--- src/rtl/pixel_fifo_if.sv ---
// Handshake bundle between a rasterizer lane, the pixel FIFO and the contention tree.
// The master drives pushes and pop requests; the slave (the FIFO) answers with status and data.
interface pixel_fifo_if #(
    parameter int PIXEL_WIDTH = 8,
    parameter int LENGTH      = 8
);
    logic [PIXEL_WIDTH-1:0] wr_pix;
    logic                   wr_valid;
    logic                   wr_ready;
    logic [LENGTH-1:0]      fill;
    logic                   req;
    logic                   ack;
    logic [PIXEL_WIDTH-1:0] pix_out;

    modport master (
        output wr_pix, wr_valid, req,
        input  wr_ready, fill, ack, pix_out
    );

    modport slave (
        input  wr_pix, wr_valid, req,
        output wr_ready, fill, ack, pix_out
    );
endinterface

--- src/rtl/pixel_fifo.sv ---
// Circular-buffer pixel FIFO with a 4-phase req/ack pop port.
// Each req assertion pops exactly one word, which is held on pix_out until the next pop.
module pixel_fifo #(
    parameter int PIXEL_WIDTH = 8,
    parameter int LENGTH      = 8,
    parameter int DEPTH       = 16
) (
    input  logic         clk,
    input  logic         reset,
    pixel_fifo_if.slave  bus
);
    localparam int AW = $clog2(DEPTH);

    typedef enum logic {IDLE, HOLD} state_t;

    logic [DEPTH-1:0][PIXEL_WIDTH-1:0] mem;
    logic [AW-1:0]          wr_ptr, rd_ptr;
    logic [LENGTH-1:0]      fill;
    logic [PIXEL_WIDTH-1:0] pix_out;
    logic                   ack;
    state_t                 state;
    logic                   wr_ready, do_wr, do_pop;

    assign wr_ready = (fill < LENGTH'(DEPTH)) && !reset;
    assign do_wr    = bus.wr_valid && wr_ready;
    // Pop decision uses the pre-edge fill, so a word written this edge is never popped this edge.
    assign do_pop   = (state == IDLE) && bus.req && (fill != '0) && !reset;

    assign bus.wr_ready = wr_ready;
    assign bus.fill     = fill;
    assign bus.ack      = ack;
    assign bus.pix_out  = pix_out;

    // Storage is not cleared by reset; the pointers alone define what is valid.
    always_ff @(posedge clk) begin
        if (do_wr)
            mem[wr_ptr] <= bus.wr_pix;
    end

    always_ff @(posedge clk) begin
        if (reset) begin
            state   <= IDLE;
            ack     <= 1'b0;
            pix_out <= '0;
            wr_ptr  <= '0;
            rd_ptr  <= '0;
            fill    <= '0;
        end else begin
            if (do_wr)
                wr_ptr <= wr_ptr + AW'(1);
            if (do_pop) begin
                rd_ptr  <= rd_ptr + AW'(1);
                pix_out <= mem[rd_ptr];
            end

            case (state)
                IDLE: if (do_pop) begin
                    state <= HOLD;
                    ack   <= 1'b1;
                end
                HOLD: if (!bus.req) begin
                    state <= IDLE;
                    ack   <= 1'b0;
                end
                default: begin
                    state <= IDLE;
                    ack   <= 1'b0;
                end
            endcase

            if (do_wr && !do_pop)
                fill <= fill + LENGTH'(1);
            else if (do_pop && !do_wr)
                fill <= fill - LENGTH'(1);
        end
    end
endmodule

--- src/flat_wrapper.sv ---
// flat-port wrapper written by rule: the top's interface ports become plain ports
module pixel_fifo_flat 
#(
    parameter int PIXEL_WIDTH = 8,
    parameter int LENGTH      = 8,
    parameter int DEPTH       = 16
)
  (clk, reset, bus_wr_pix, bus_wr_valid, bus_req, bus_wr_ready, bus_fill, bus_ack, bus_pix_out);
  pixel_fifo_if #(.PIXEL_WIDTH(PIXEL_WIDTH), .LENGTH(LENGTH)) bus_i ();
  input  logic clk;
  input  logic reset;
  input wire logic [$bits(bus_i.wr_pix)-1:0] bus_wr_pix;
  input wire logic [$bits(bus_i.wr_valid)-1:0] bus_wr_valid;
  input wire logic [$bits(bus_i.req)-1:0] bus_req;
  output wire logic [$bits(bus_i.wr_ready)-1:0] bus_wr_ready;
  output wire logic [$bits(bus_i.fill)-1:0] bus_fill;
  output wire logic [$bits(bus_i.ack)-1:0] bus_ack;
  output wire logic [$bits(bus_i.pix_out)-1:0] bus_pix_out;
  assign bus_i.wr_pix = bus_wr_pix;
  assign bus_i.wr_valid = bus_wr_valid;
  assign bus_i.req = bus_req;
  assign bus_wr_ready = bus_i.wr_ready;
  assign bus_fill = bus_i.fill;
  assign bus_ack = bus_i.ack;
  assign bus_pix_out = bus_i.pix_out;
  pixel_fifo #(.PIXEL_WIDTH(PIXEL_WIDTH), .LENGTH(LENGTH), .DEPTH(DEPTH)) u_core (.clk(clk), .reset(reset), .bus(bus_i));
endmodule
--- config.mk ---
export PLATFORM = sky130hd
export DESIGN_NAME = pixel_fifo_flat
export DESIGN_NICKNAME = d
export VERILOG_FILES = /design/src/rtl/pixel_fifo_if.sv /design/src/rtl/pixel_fifo.sv /design/src/flat_wrapper.sv
export SDC_FILE = /design/constraint.sdc
export NUM_CORES = 1
export LEC_CHECK = 0
export ABC_AREA = 1
export CAP_MARGIN = 40
export CORE_AREA = 2 2 106 129
export DETAILED_ROUTE_END_ITERATION = 8
export DIE_AREA = 0 0 108 131
export PLACE_DENSITY_LB_ADDON = 0.12
export SLEW_MARGIN = 20
export SYNTH_ARGS = -nofsm -noshare
export SYNTH_HDL_FRONTEND = slang
export SYNTH_SLANG_ARGS = --single-unit
--- constraint.sdc ---
create_clock -name clk -period 2.2 [get_ports clk]
set_input_delay 0.33 -clock clk [delete_from_list [all_inputs] [get_ports clk]]
set_output_delay 0.33 -clock clk [all_outputs]
set_load 0.01 [all_outputs]
# After elaboration in Yosys (flattened, before gate mapping)
# Cells that the tools add are included.
# Widths: inputs -> output; s select.
# totals
elab_cells	60
ff_bits	154
input_bits	12
# classes
bitwise	1
n_eq_ne	2
mux	13
n_addsub	4
magnitude_cmp	4
n_reduce_logical	14
# op_table
operator	count
$bwmux 128	1
$bmux 8 s4	1
$demux 8 s4	1
$mux 8	4
$lt 4x5->1 const B	2
$add 4x1->4 const B	2
$add 8x1->8 const B	1
$logic_and 1x1->1	8
$lt 8x5->1 const B	1
$reduce_bool 8->1	1
$sub 8x1->8 const B	1
$ge 4x1->1 const B	1
$mux 1	4
$pmux 1 s2	2
$logic_not 1->1	3
$ne 2x1->1 const B	1
$ne 2x2->1 const B	1
$reduce_and 2->1	1
$reduce_bool 2->1	1
$not 1->1	1

# Logic depth before layout (Yosys ltp)
# depth
ltp_word	7
depth_mapped	16

# Worst setup path after synthesis
# OpenSTA, ideal clock, no wires.
# synth_timing
kind	register -> register
from	reg u_core.fill[7] (netlist: u_core.bus.fill[7])
to	reg u_core.fill[6] (netlist: u_core.bus.fill[6])
required_ns	2.091
period_less_slack_ns	2.345
t_arrival_ns	2.236
setup_time_ns	0.109
path_buffers	0
path_stages_with_launch	15
slack_ns	-0.145
cell_sequence	dfxtp_1 > nor2_1 > nand3_2 > nor2_2 > nand2_2 > clkinv_2 > ha_1 > inv_1 > ha_1 > nand2_1 > or2_2 > nand4_1 > nand3_1 > nand2_1 > inv_1
# synth_via
elab_chain_len	6
word_cells_on_any_way	12
classes_between	order compare: 1; mux: 1; reduce/logical: 10
# synth_rtl
element	line_no	source
start, declared	pixel_fifo.sv:18	logic [LENGTH-1:0] fill;
start signal, assigned	pixel_fifo.sv:72	fill <= fill + LENGTH'(1);
start signal, assigned	pixel_fifo.sv:74	fill <= fill - LENGTH'(1);
$lt 8x5->1 (*)	pixel_fifo.sv:24	assign wr_ready = (fill < LENGTH'(DEPTH)) && !reset;
$logic_and 1x1->1 (*)	pixel_fifo.sv:24	
via bus_wr_ready	flat_wrapper.sv:15	output wire logic [$bits(bus_i.wr_ready)-1:0] bus_wr_ready;
$logic_and 1x1->1 (*)	pixel_fifo.sv:25	assign do_wr = bus.wr_valid && wr_ready;
via u_core.do_wr	pixel_fifo.sv:22	logic wr_ready, do_wr, do_pop;
$logic_not 1->1	pixel_fifo.sv:73	else if (do_pop && !do_wr)
$logic_and 1x1->1	pixel_fifo.sv:73	
$reduce_bool 2->1 (no line)	-	
# Mark *: on every way through the listed nets, which the timed path passes. The rest lies on a longest branch.
# A chain may end at the register's enable or synchronous reset.

# Worst setup path in the final report
# layout_timing
from	reg u_core.fill[6] (netlist: u_core.bus.fill[6])
to	reg u_core.fill[7] (netlist: u_core.bus.fill[7])
# layout_via
elab_chain_len	6
word_cells_on_any_way	15
classes_between	add/sub: 2; order compare: 1; mux: 2; reduce/logical: 10
# layout_rtl
element	line_no
$lt 8x5->1 (*)	pixel_fifo.sv:24
$logic_and 1x1->1 (*)	pixel_fifo.sv:24
$logic_and 1x1->1 (*)	pixel_fifo.sv:25
via u_core.do_wr	pixel_fifo.sv:22
$logic_not 1->1	pixel_fifo.sv:73
$logic_and 1x1->1	pixel_fifo.sv:73
$reduce_bool 2->1 (no line)	-
# Mark *: on every way through the listed nets, which the timed path passes. The rest lies on a longest branch. The select of a mux whose other input is x is not followed.

==> metrics.txt <==
top-area cell type share of the netlist area=55.3%; Final Cycle Share=95.6%; CTS tree=built; DR WL/cell=between 15 and 20 um; row count=46; Port Buffer Count=29; worst clock skew=0.00840 ns; worst setup margin=about 0.096 ns; Worst Hold Class=in -> reg; FF-to-FF path depth=16; CTS Buf Count=17; worst-path maximum fanout=9; Synth area leaders=edfxtp_1 (55%), nand2_1 (12%), dfxtp_1 (7.5%), nand3_1 (7.4%), inv_1 (5.2%); # IOs=30; worst hold slack=approximately 0.47 ns; DRT Pass-1 Iters=6; number of global-route vias before repair=roughly 5000; Clock Latency Late Sink=around 0.42 ns; status=finished clean; Synth area leader=edfxtp_1; Worst Path Arrival=between 2 and 2.5 ns; Core Area=around 0.013 sq mm; setup slack after placement=-0.534 ns; crit path from=u_core.bus.fill[6]$_SDFFE_PP0P_; initial antenna violation count=0; dpl hpwl=slightly above 10000 um; first-pass GRT wire length=around 25000 um; Chip Height=between 100 and 150 um; drt initial violations=around 340; Max Fclk=475 MHz; layout cells sized above 1=roughly 14%; Setup crit end=u_core.bus.fill[7]$_SDFFE_PP0P_; n_diodes=0; Final Hold Viols=0; CTS Sinks=154; FF-to-FF End=u_core.bus.fill[7]$_SDFFE_PP0P_; WP data required=around 2.5 ns; total track usage=a little under a quarter; synth unique cells=33; Cells after Synth=around 720; antenna viol nets, final=0; die width=roughly 110 um; number of hold buffers added after cts=0; fin crit period=roughly 2.1 ns; DRC violations left=0; Mapped Area=0.00695 sq mm; R2R Path Start=u_core.bus.fill[6]$_SDFFE_PP0P_; H-tree levels=4; Vias/cell=5.18; via count=between 5000 and 6000; crit start category=flip-flop; syn_area_per_cell=about 9.6 sq um; sequential share of the synthesized area=between 60 and 70%; FF+latch count, synth=154; final-report max-slew violation count=0; RePlAce Congestion=roughly 0.9; root buffer cell=clkbuf_16; Max Cap Viol=0; largest net degree at the start of global routing=67; setup violators final=0; VDD IR max=~830 uV; Mapped Nets=around 750; unrepaired setup endpoints after global routing=yes; total congestion overflow=0; Worst-Margin Slew=a little over 0.7 ns; Routed WL=15600 um; crit path kind=reg -> reg; full die area=~0.014 sq mm; CTS clock-pin slew for the worst setup and hold paths=0.06 ns; PD cells=1120 mW/mm^2; final net count=about 820; crit end category=flip-flop; synthesis warning total=0; P_leak=3.62 nW; Starting Density=between 50% and 60%; Slew headroom=a little over half; area delta synth->final=21.3%; R2R Setup Slk=about 0.096 ns; Clock Path Buffers=2
[Yosys cell counts]
cell type and n:
edfxtp_1 128, o21ai_1 1, clkinv_1 2, o21ai_0 8
buf_2 13, clkinv_4 1, nand3_2 3, nor2_1 48
or2_2 1, buf_6 3, o21bai_2 1, dfxtp_1 26
nor2_2 2, ha_1 14, nand4_1 2, and3_1 1
clkbuf_1 5, o31ai_1 1, inv_1 96, fa_1 1
xnor2_1 1, nand2_1 227, clkinv_2 1, nor3_1 3
nand2_2 1, xor2_1 2, a21oi_1 15, buf_4 8
a21o_1 1, nor2_4 1, o211ai_1 1, inv_2 1
nand3_1 102
[final cells by class]
type                       instances  area, sq um
inverter                         101          394
clock buffer                      17          425
fill                            1022         4520
clock inverter                    15          161
sequential                       154         4370
timing repair buffer              84          718
tap                              168          210
multi-input combinational        437         2150
[kinds of logic (layout without fill, tap and decap cells)]
logic type | count (synthesis) | after routing | share of synthesized area (%)
adder cells (fa/ha/maj) | 15 | 15 | 2.81
flip-flops | 154 | 154 | 62.8
AO/OA/AOI/OAI | 28 | 28 | 2.22
XOR/XNOR | 3 | 3 | 0.378
AND/OR/NAND/NOR | 391 | 391 | 23.7
buffers and inverters | 130 | 217 | 8.11
[worst max-delay path: stages, from the launching register on]
cell and delay, ns:
dfxtp_2 0.34, nor2_4 0.12, nand3_4 0.13, nor2_4 0.12
nand2_2 0.08, inv_4 0.06, ha_4 0.16, inv_8 0.07
ha_4 0.30, buf_4 0.11, nand2_1 0.05, nor2_1 0.10
nand2_1 0.08, nand3_1 0.09, nand3_1 0.08, nand2_1 0.08
inv_1 0.04
[stage by stage]
step / area [sq um] / total power [mW] / setup TNS, ns / utilization, % / instances
2_1_floorplan: 6980 / 5.25 / -0.0424 / - / 721
6_report: 8430 / 9.43 / 0 / 65.1 / 976
3_5_place_dp: 7700 / 6.29 / -2.90 / 59.5 / 941
4_1_cts: 8340 / 9.26 / 0 / 64.4 / 973
5_1_grt: 8430 / 9.96 / -0.172 / 65.1 / 976
3_3_place_gp: 7700 / 6.19 / -2.33 / 59.5 / 941
[flip-flops by register name, summed over array words and instances (netlist names)]
name	count
u_core.bus.ack	1
u_core.state	1
u_core.rd_ptr	4
u_core.bus.pix_out	8
u_core.mem	128
u_core.bus.fill	8
u_core.wr_ptr	4
[how the worst min path moves through the flow]
stage | startpoint | end | slack (ns) | cells past startpoint
final | reset | u_core.bus.pix_out[3]$_SDFFE_PP0P_ | 0.47 | 5
after global routing | u_core.state$_SDFF_PP0_ | u_core.state$_SDFF_PP0_ | 0.53 | 2
after CTS | u_core.bus.ack$_SDFFE_PP0P_ | u_core.bus.ack$_SDFFE_PP0P_ | 0.49 | 2
after detailed placement | u_core.bus.ack$_SDFFE_PP0P_ | u_core.bus.ack$_SDFFE_PP0P_ | 0.48 | 2
after global placement | u_core.state$_SDFF_PP0_ | u_core.state$_SDFF_PP0_ | 0.48 | 2
after floorplan | bus_wr_pix[0] | u_core.mem[0]$_DFFE_PP_ | 0.43 | 0
[power breakdown]
| group | internal [mW] | switching (mW) |
|---|---|---|
| clock | 1.69 | 1.19 |
| combinational | 1.36 | 1.76 |
| sequential | 3.33 | 0.0934 |
[cell usage in the layout, fill, tap and decap left out, types with 3 or more instances in the layout]
| cell | netlist | routed |
|---|---|---|
| a21oi_1 | 15 | 12 |
| buf_4 | 8 | 54 |
| clkbuf_16 | 0 | 17 |
| clkdlybuf4s50_1 | 0 | 28 |
| clkinv_1 | 2 | 4 |
| clkinv_4 | 1 | 3 |
| dfxtp_1 | 26 | 24 |
| edfxtp_1 | 128 | 128 |
| ha_1 | 14 | 8 |
| ha_4 | 0 | 6 |
| inv_1 | 96 | 95 |
| inv_6 | 0 | 6 |
| nand2_1 | 227 | 226 |
| nand3_1 | 102 | 101 |
| nand3_2 | 3 | 3 |
| nor2_1 | 48 | 47 |
| nor2_4 | 1 | 3 |
| nor3_1 | 3 | 3 |
| o21ai_0 | 8 | 8 |
[layer usage]
metal / wire (um) / GRT usage, % / vias to the layer above
li1: - / - / 2485
met2: 7970 / 40.7 / 138
met4: 389 / 10.3 / 0
met1: 6620 / 29.0 / 2404
met3: 654 / 4.66 / 32
met5: 0 / 0 / -
[what timing repair did]
item	CTS	global route
pin swaps	1	7
setup endpoints to repair	4	6
buffers inserted	0	3
gates resized for setup	7	15
(Power assumes the default switching activity.)
